<file path="src/rtl/video_pkg.sv">
// Shared video datapath definitions: pixel mode encodings and the bits-per-pixel decode.
package video_pkg;

  typedef enum logic [1:0] {
    MODE_1BPP = 2'b00,
    MODE_2BPP = 2'b01,
    MODE_4BPP = 2'b10,
    MODE_RSVD = 2'b11
  } mode_e;

  // Reserved encoding falls back to 1bpp so a bad Mode never stalls the line.
  function automatic int unsigned bpp_of(input logic [1:0] mode);
    case (mode)
      MODE_2BPP: return 32'd2;
      MODE_4BPP: return 32'd4;
      default:   return 32'd1;
    endcase
  endfunction

endpackage

</file>
<file path="src/rtl/pixel_serialiser_if.sv">
// Fetch-word handshake between the video fetch sequencer (master) and the pixel serialiser (slave).
interface pixel_serialiser_if #(
    parameter int DATA_W = 8
);
    logic [DATA_W-1:0] Data;
    logic              DataValid;
    logic              DataReady;

    modport master (output Data, output DataValid, input DataReady);
    modport slave  (input Data, input DataValid, output DataReady);
endinterface

</file>
<file path="src/rtl/pixel_hold_reg.sv">
// Holding register for the next fetch word; it can be refilled in the same cycle it hands off.
module pixel_hold_reg #(
    parameter int DATA_W = 8
) (
    input  logic              Clk,
    input  logic              nReset,
    input  logic              LineStart,
    input  logic              i_transfer,
    pixel_serialiser_if.slave bus,
    output logic [DATA_W-1:0] o_word,
    output logic              o_full
);

    logic              r_full;
    logic [DATA_W-1:0] r_word;
    logic              w_accept;

    // Gated by nReset so the fetcher sees a stalled port while the block is held in reset.
    assign bus.DataReady = nReset & ~LineStart & (~r_full | i_transfer);
    assign w_accept      = bus.DataValid & bus.DataReady;

    always_ff @(posedge Clk or negedge nReset) begin
        if (!nReset) begin
            r_full <= 1'b0;
            r_word <= '0;
        end else if (LineStart) begin
            r_full <= 1'b0;
        end else if (w_accept) begin
            r_word <= bus.Data;
            r_full <= 1'b1;
        end else if (i_transfer) begin
            r_full <= 1'b0;
        end
    end

    assign o_word = r_word;
    assign o_full = r_full;

endmodule

</file>
<file path="src/rtl/pixel_serialiser.sv">
// Double-buffered MSB-first pixel shifter at 1/2/4 bpp with underrun flagging.
// Optional pixel doubling is built in when PIXEL_DOUBLE_EN is defined (adds DoubleWidth).
module pixel_serialiser
    import video_pkg::*;
#(
    parameter int DATA_W  = 8,
    parameter int MAX_BPP = 4
) (
    input  logic               Clk,
    input  logic               nReset,
    input  logic               PixelEn,
    input  logic [1:0]         Mode,
    input  logic               LineStart,
`ifdef PIXEL_DOUBLE_EN
    input  logic               DoubleWidth,
`endif
    pixel_serialiser_if.slave  fetch,
    output logic [MAX_BPP-1:0] Pixel,
    output logic               PixelValid,
    output logic               Underrun
);

    localparam int RW = $clog2(DATA_W + 1);

    // Modes wider than the build supports degrade to 1bpp.
    function automatic int unsigned eff_bpp(input logic [1:0] m);
        int unsigned b;
        b = bpp_of(m);
        return (b > $unsigned(MAX_BPP)) ? 32'd1 : b;
    endfunction

    logic [DATA_W-1:0] r_shift;
    logic [RW-1:0]     r_remain;
    logic              r_shift_full;
    logic [1:0]        r_active_mode;
    logic              r_armed;
    logic              r_underrun;

    logic              w_step;
    logic              w_transfer;
    logic              w_hold_full;
    logic [DATA_W-1:0] w_hold_word;
    int unsigned       w_act_bpp;
    logic [RW-1:0]     w_load_remain;

`ifdef PIXEL_DOUBLE_EN
    logic r_toggle;

    // Every other strobe advances; the first strobe of each pair only holds the pixel.
    assign w_step = PixelEn & (~DoubleWidth | r_toggle);

    always_ff @(posedge Clk or negedge nReset) begin
        if (!nReset)                    r_toggle <= 1'b0;
        else if (LineStart)             r_toggle <= 1'b0;
        else if (w_transfer)            r_toggle <= 1'b0;
        else if (PixelEn & DoubleWidth) r_toggle <= ~r_toggle;
    end
`else
    assign w_step = PixelEn;
`endif

    assign w_transfer    = w_step & (~r_shift_full | (r_remain == RW'(1))) &
                           w_hold_full & ~LineStart;
    assign w_act_bpp     = eff_bpp(r_active_mode);
    assign w_load_remain = RW'(DATA_W / eff_bpp(Mode));

    pixel_hold_reg #(.DATA_W(DATA_W)) u_hold (
        .Clk        (Clk),
        .nReset     (nReset),
        .LineStart  (LineStart),
        .i_transfer (w_transfer),
        .bus        (fetch),
        .o_word     (w_hold_word),
        .o_full     (w_hold_full)
    );

    always_ff @(posedge Clk or negedge nReset) begin
        if (!nReset) begin
            r_shift       <= '0;
            r_remain      <= '0;
            r_shift_full  <= 1'b0;
            r_active_mode <= MODE_1BPP;
            r_armed       <= 1'b0;
            r_underrun    <= 1'b0;
        end else if (LineStart) begin
            r_shift       <= '0;
            r_remain      <= '0;
            r_shift_full  <= 1'b0;
            r_armed       <= 1'b0;
            r_underrun    <= 1'b0;
        end else begin
            // Only a strobe that finds both stages empty after the first word counts as underrun.
            r_underrun <= w_step & ~r_shift_full & ~w_hold_full & r_armed;
            if (w_transfer) begin
                r_shift       <= w_hold_word;
                r_remain      <= w_load_remain;
                r_active_mode <= Mode;
                r_shift_full  <= 1'b1;
                r_armed       <= 1'b1;
            end else if (w_step & r_shift_full) begin
                if (r_remain > RW'(1)) begin
                    r_shift  <= r_shift << w_act_bpp;
                    r_remain <= r_remain - RW'(1);
                end else begin
                    r_shift      <= '0;
                    r_remain     <= '0;
                    r_shift_full <= 1'b0;
                end
            end
        end
    end

    // Right-shifting the word leaves exactly the top bpp bits, already zero-extended.
    assign Pixel      = r_shift_full ? MAX_BPP'(r_shift >> (DATA_W - w_act_bpp)) : '0;
    assign PixelValid = r_shift_full;
    assign Underrun   = r_underrun;

endmodule

</file>
<file path="src/flat_wrapper.sv">
// flat-port wrapper written by rule: the top's interface ports become plain ports
module pixel_serialiser_flat import video_pkg::*;
#(
    parameter int DATA_W  = 8,
    parameter int MAX_BPP = 4
)
  (Clk, nReset, PixelEn, Mode, LineStart, Pixel, PixelValid, Underrun, fetch_Data, fetch_DataValid, fetch_DataReady);
  pixel_serialiser_if #(.DATA_W(DATA_W)) fetch_i ();
  input  logic Clk;
  input  logic nReset;
  input  logic PixelEn;
  input  logic [1:0] Mode;
  input  logic LineStart;
  output logic [MAX_BPP-1:0] Pixel;
  output logic PixelValid;
  output logic Underrun;
  input wire logic [$bits(fetch_i.Data)-1:0] fetch_Data;
  input wire logic [$bits(fetch_i.DataValid)-1:0] fetch_DataValid;
  output wire logic [$bits(fetch_i.DataReady)-1:0] fetch_DataReady;
  assign fetch_i.Data = fetch_Data;
  assign fetch_i.DataValid = fetch_DataValid;
  assign fetch_DataReady = fetch_i.DataReady;
  pixel_serialiser #(.DATA_W(DATA_W), .MAX_BPP(MAX_BPP)) u_core (.Clk(Clk), .nReset(nReset), .PixelEn(PixelEn), .Mode(Mode), .LineStart(LineStart), .fetch(fetch_i), .Pixel(Pixel), .PixelValid(PixelValid), .Underrun(Underrun));
endmodule
</file>
<file path="config.mk">
export PLATFORM = sky130hd
export DESIGN_NAME = pixel_serialiser_flat
export DESIGN_NICKNAME = d
export VERILOG_FILES = /design/src/rtl/video_pkg.sv /design/src/rtl/pixel_serialiser_if.sv /design/src/rtl/pixel_hold_reg.sv /design/src/rtl/pixel_serialiser.sv /design/src/flat_wrapper.sv
export SDC_FILE = /design/constraint.sdc
export NUM_CORES = 1
export LEC_CHECK = 0
export CAP_MARGIN = 40
export CORE_MARGIN = 4
export CORE_UTILIZATION = 55
export DETAILED_ROUTE_END_ITERATION = 8
export PLACE_DENSITY_LB_ADDON = 0.3
export SLEW_MARGIN = 20
export SYNTH_ARGS = -nofsm -noshare
export SYNTH_HDL_FRONTEND = slang
export SYNTH_SLANG_ARGS = --single-unit
</file>
<file path="constraint.sdc">
create_clock -name Clk -period 2.9 [get_ports Clk]
set_clock_uncertainty 0.2 [all_clocks]
set_input_delay 0.58 -clock Clk [delete_from_list [all_inputs] [get_ports Clk]]
set_output_delay 0.58 -clock Clk [all_outputs]
set_load 0.01 [all_outputs]
</file>
==> flow_summary.yaml <==
synthesis:
  yosys.area_share.adder: 0.07386
  yosysTopAreaCell: "dfrtp_1"
  synth_fp_nets: 193
  synth.area.top_cells: "dfrtp_1, mux2_2, ha_1"
  yosysWarnings: 0
  ys_types: 46
  muxShareOfSynthArea: 0.1300
  yosys.area_share.simple: 0.1278
  synth_xor_area_frac: 0.005170
  avgSynthCellArea_sq_um: 10.08
  synth_compound_area_frac: 0.2186
  synth_enable_flop_cells: 0
  ys.flop_type: "dfrtp_1"
  synth_top_area_frac: 0.3840
  netlist_area_sq_mm: 0.001694
  synth_top_family_by_area: "compound AO/OA/AOI/OAI gates"
  yosysSeqAreaShare: 0.3840
  ys_ff_latch: 26
  synthCells: 168
  async_flop_share: 1.000
cells_and_area:
  syn_to_final_growth_pct: 19.28
  diodes: 0
  final_nets: 216
  drive_gt1_frac: 0.1842
power_and_ir_drop:
  p_seq_frac: 0.420
  clkPwrFrac: 0.243
  p_int_uw: 717.1
  swShare: 0.3145
  powerDensity_mw_per_mm2: 517.6
  power_frac_comb: 0.337
  p_leak_nw: 0.8838
  ir_drop_mv: 0.2946
  total_power_mw: 1.046
  power_switching_uw: 328.9
worst_setup_path:
  slowest_stage: "clkdlybuf4s50_1"
  crit_type: "reg -> out"
  crit_arrival_ns: 1.91
  cp-start-kind: "register"
  required_ns: 2.12
  crit_fanout: 13
  crit_path_end_kind: "primary output"
  max_stage_delay_ns: 0.55
  cp_cell_sequence: "inv_1, ha_4, mux2i_1, nor2_1, clkdlybuf4s50_1"
timing:
  slew_violations: 0
  post-route-period-util: 0.9290
  hold_viol_final: 0
  tns_ns: 0
  clock.fmax_mhz: 371.2
  rsz0062_at_grt: "no"
  report.final.setup_viol: 0
  tightest_slew_ns: 0.6772
  period_needed_ns: 2.694
  slew_headroom: 0.5466
clocking:
  cts_root_buf: "clkbuf_4"
  htreeDepth: 1
  clk_latency_ns: 0.33
  tritoncts: "built"
  clk_pin_slew_worst_paths_ns: 0.15
  cts_buffers: 3
  clk_path_buf_depth: 2
  hold_buffers: 0
  clock_sinks: 26
die:
  die_x_um: 63.50
  rows: 19
  ios: 22
  core-area_sq_mm: 0.002853
  start_util: 0.5939
  dieHeight_um: 63.50
  die-area_sq_mm: 0.004032
global_route:
  antenna_found_initial: 0
  grt_pass1_wl_um: 6651
  grt_start_max_net_pins: 27
  groute.usage.overall: 0.2062
  first_global_vias: 1426
  grt_overflow: 0
routing:
  ant_nets: 0
  drt-wirelength-per-cell_um: 17.70
  via_per_inst: 6.326
  drc: 0
  drt_wl_total_um: 3911
  drtIter0Drc: 79
  firstDrtPassIters: 5
  vias: 1398
placed_design:
  post-dp-hpwl_um: 2781
  numPortBuffers: 21
  place_congestion: 0.8208
outcome:
  status: "complete, no violations"
flow_run:
  max_cap_viol_count: 0
min_path:
  min_path_type: "reg -> reg"
## power by group through the flow
stage               clock, mW  combinational, mW  sequential [mW]
finish                  0.254              0.353            0.439
global route            0.279              0.393            0.444
CTS                     0.257              0.347            0.438
detailed placement          0              0.325            0.443
global placement            0              0.308            0.439
floorplan                   0              0.238            0.431
## synth_stat cells, types with 2 or more instances
library cell	number
a211oi_4	2
nor3b_1	4
nand2b_1	2
a221o_1	3
a211o_1	3
nand2_1	9
mux2_2	14
nor3_1	4
a211oi_1	8
a21oi_1	9
a22oi_1	4
nor2_1	10
mux2i_1	4
dfrtp_1	26
ha_1	10
inv_1	14
buf_2	3
o21ai_0	6
nand3_1	3
nor2b_1	3
clkbuf_1	2
## worst max-delay path, delay by kind of cell (launching register included)
kind | cells | cell delay (ns)
adders and majority gates | 1 | 0.26
buffers and inverters | 2 | 0.67
DFF | 1 | 0.41
muxes | 1 | 0.14
and+or+nand+nor | 1 | 0.11
## sequential cells by signal, indices dropped and copies added (netlist names)
signal                count
u_core.r_shift            8
u_core.u_hold.o_word      8
u_core.r_remain           4
u_core.r_active_mode      2
u_core.PixelValid         1
u_core.Underrun           1
u_core.r_armed            1
u_core.u_hold.o_full      1
## metal layers
| metal | vias to the layer above | share of wire | track usage |
|---|---|---|---|
| met5 | - | 0 | 0 |
| met4 | 0 | 0.018 | 0.07008 |
| met3 | 6 | 0.049 | 0.03197 |
| met2 | 49 | 0.50 | 0.3494 |
| met1 | 691 | 0.43 | 0.2667 |
| li1 | 652 | - | - |
## area by class of cell
| type | instances | area, sq um |
|---|---|---|
| inverter | 14 | 52.55 |
| multi-input combinational | 119 | 963.4 |
| tap | 31 | 38.79 |
| fill | 225 | 832.0 |
| timing repair buffer | 27 | 262.8 |
| clock buffer | 3 | 22.52 |
| clock inverter | 1 | 30.03 |
| sequential | 26 | 650.6 |
## cells in the final DEF, fill, tap and decap left out, drive strengths merged, types with 2 or more instances in the layout
cell type and n:
mux2i 4, nand2 9, nand3 3, mux2 14, or2 2, nand2b 2
nor2 10, nor3 4, inv 14, clkdlybuf4s50 18, a211oi 10, nor3b 5
clkbuf 3, o21ai 7, a22oi 4, buf 6, dfrtp 26, ha 10
a211o 3, dlymetal6s2s 3, a21oi 10, a221o 4, nor2b 3
## worst paths after layout
| kind | start | to | slack [ns] | depth (start not counted) |
|---|---|---|---|---|
| worst max-delay path | u_core.r_active_mode[0] | Pixel[2] | 0.21 | 5 |
| worst min-delay path | u_core.u_hold.o_word[2] | u_core.r_shift[2] | 0.33 | 1 |
| max in group asynchronous | nReset | u_core.u_hold.o_word[0] | 1.80 | 2 |
| worst max register to register | u_core.r_remain[1] | u_core.u_hold.o_word[1] | 0.59 | 6 |
| min in group asynchronous | nReset | u_core.r_armed | 0.44 | 2 |
| worst min register to register | u_core.u_hold.o_word[2] | u_core.r_shift[2] | 0.33 | 1 |
## cell families after synthesis
group                    Yosys count
AO/OA/AOI/OAI                     48
XOR/XNOR                           1
adder cells (fa/ha/maj)           10
buffers and inverters             23
flip-flops                        26
multiplexers                      19
AND/OR/NAND/NOR                   41
## metrics by stage
step                instances    util  hold WS [ns]  area (sq um)  worst slack, ns
floorplan                 168       -       0.08441          1694           0.5791
global placement          216  0.6768        0.2886          1931           0.2583
detailed placement        216  0.6768        0.3046          1931           0.1537
CTS                       220  0.6996        0.3371          1996          0.05290
global route              221  0.7083        0.3630          2021          0.06912
finish                    221  0.7083        0.3274          2021           0.2060
## repair_timing
item	4_1_cts	5_1_grt
setup buffers	0	1
setup endpoints to repair	2	3
resized for setup	2	5
No activity file was read; power rests on OpenSTA's default activity.
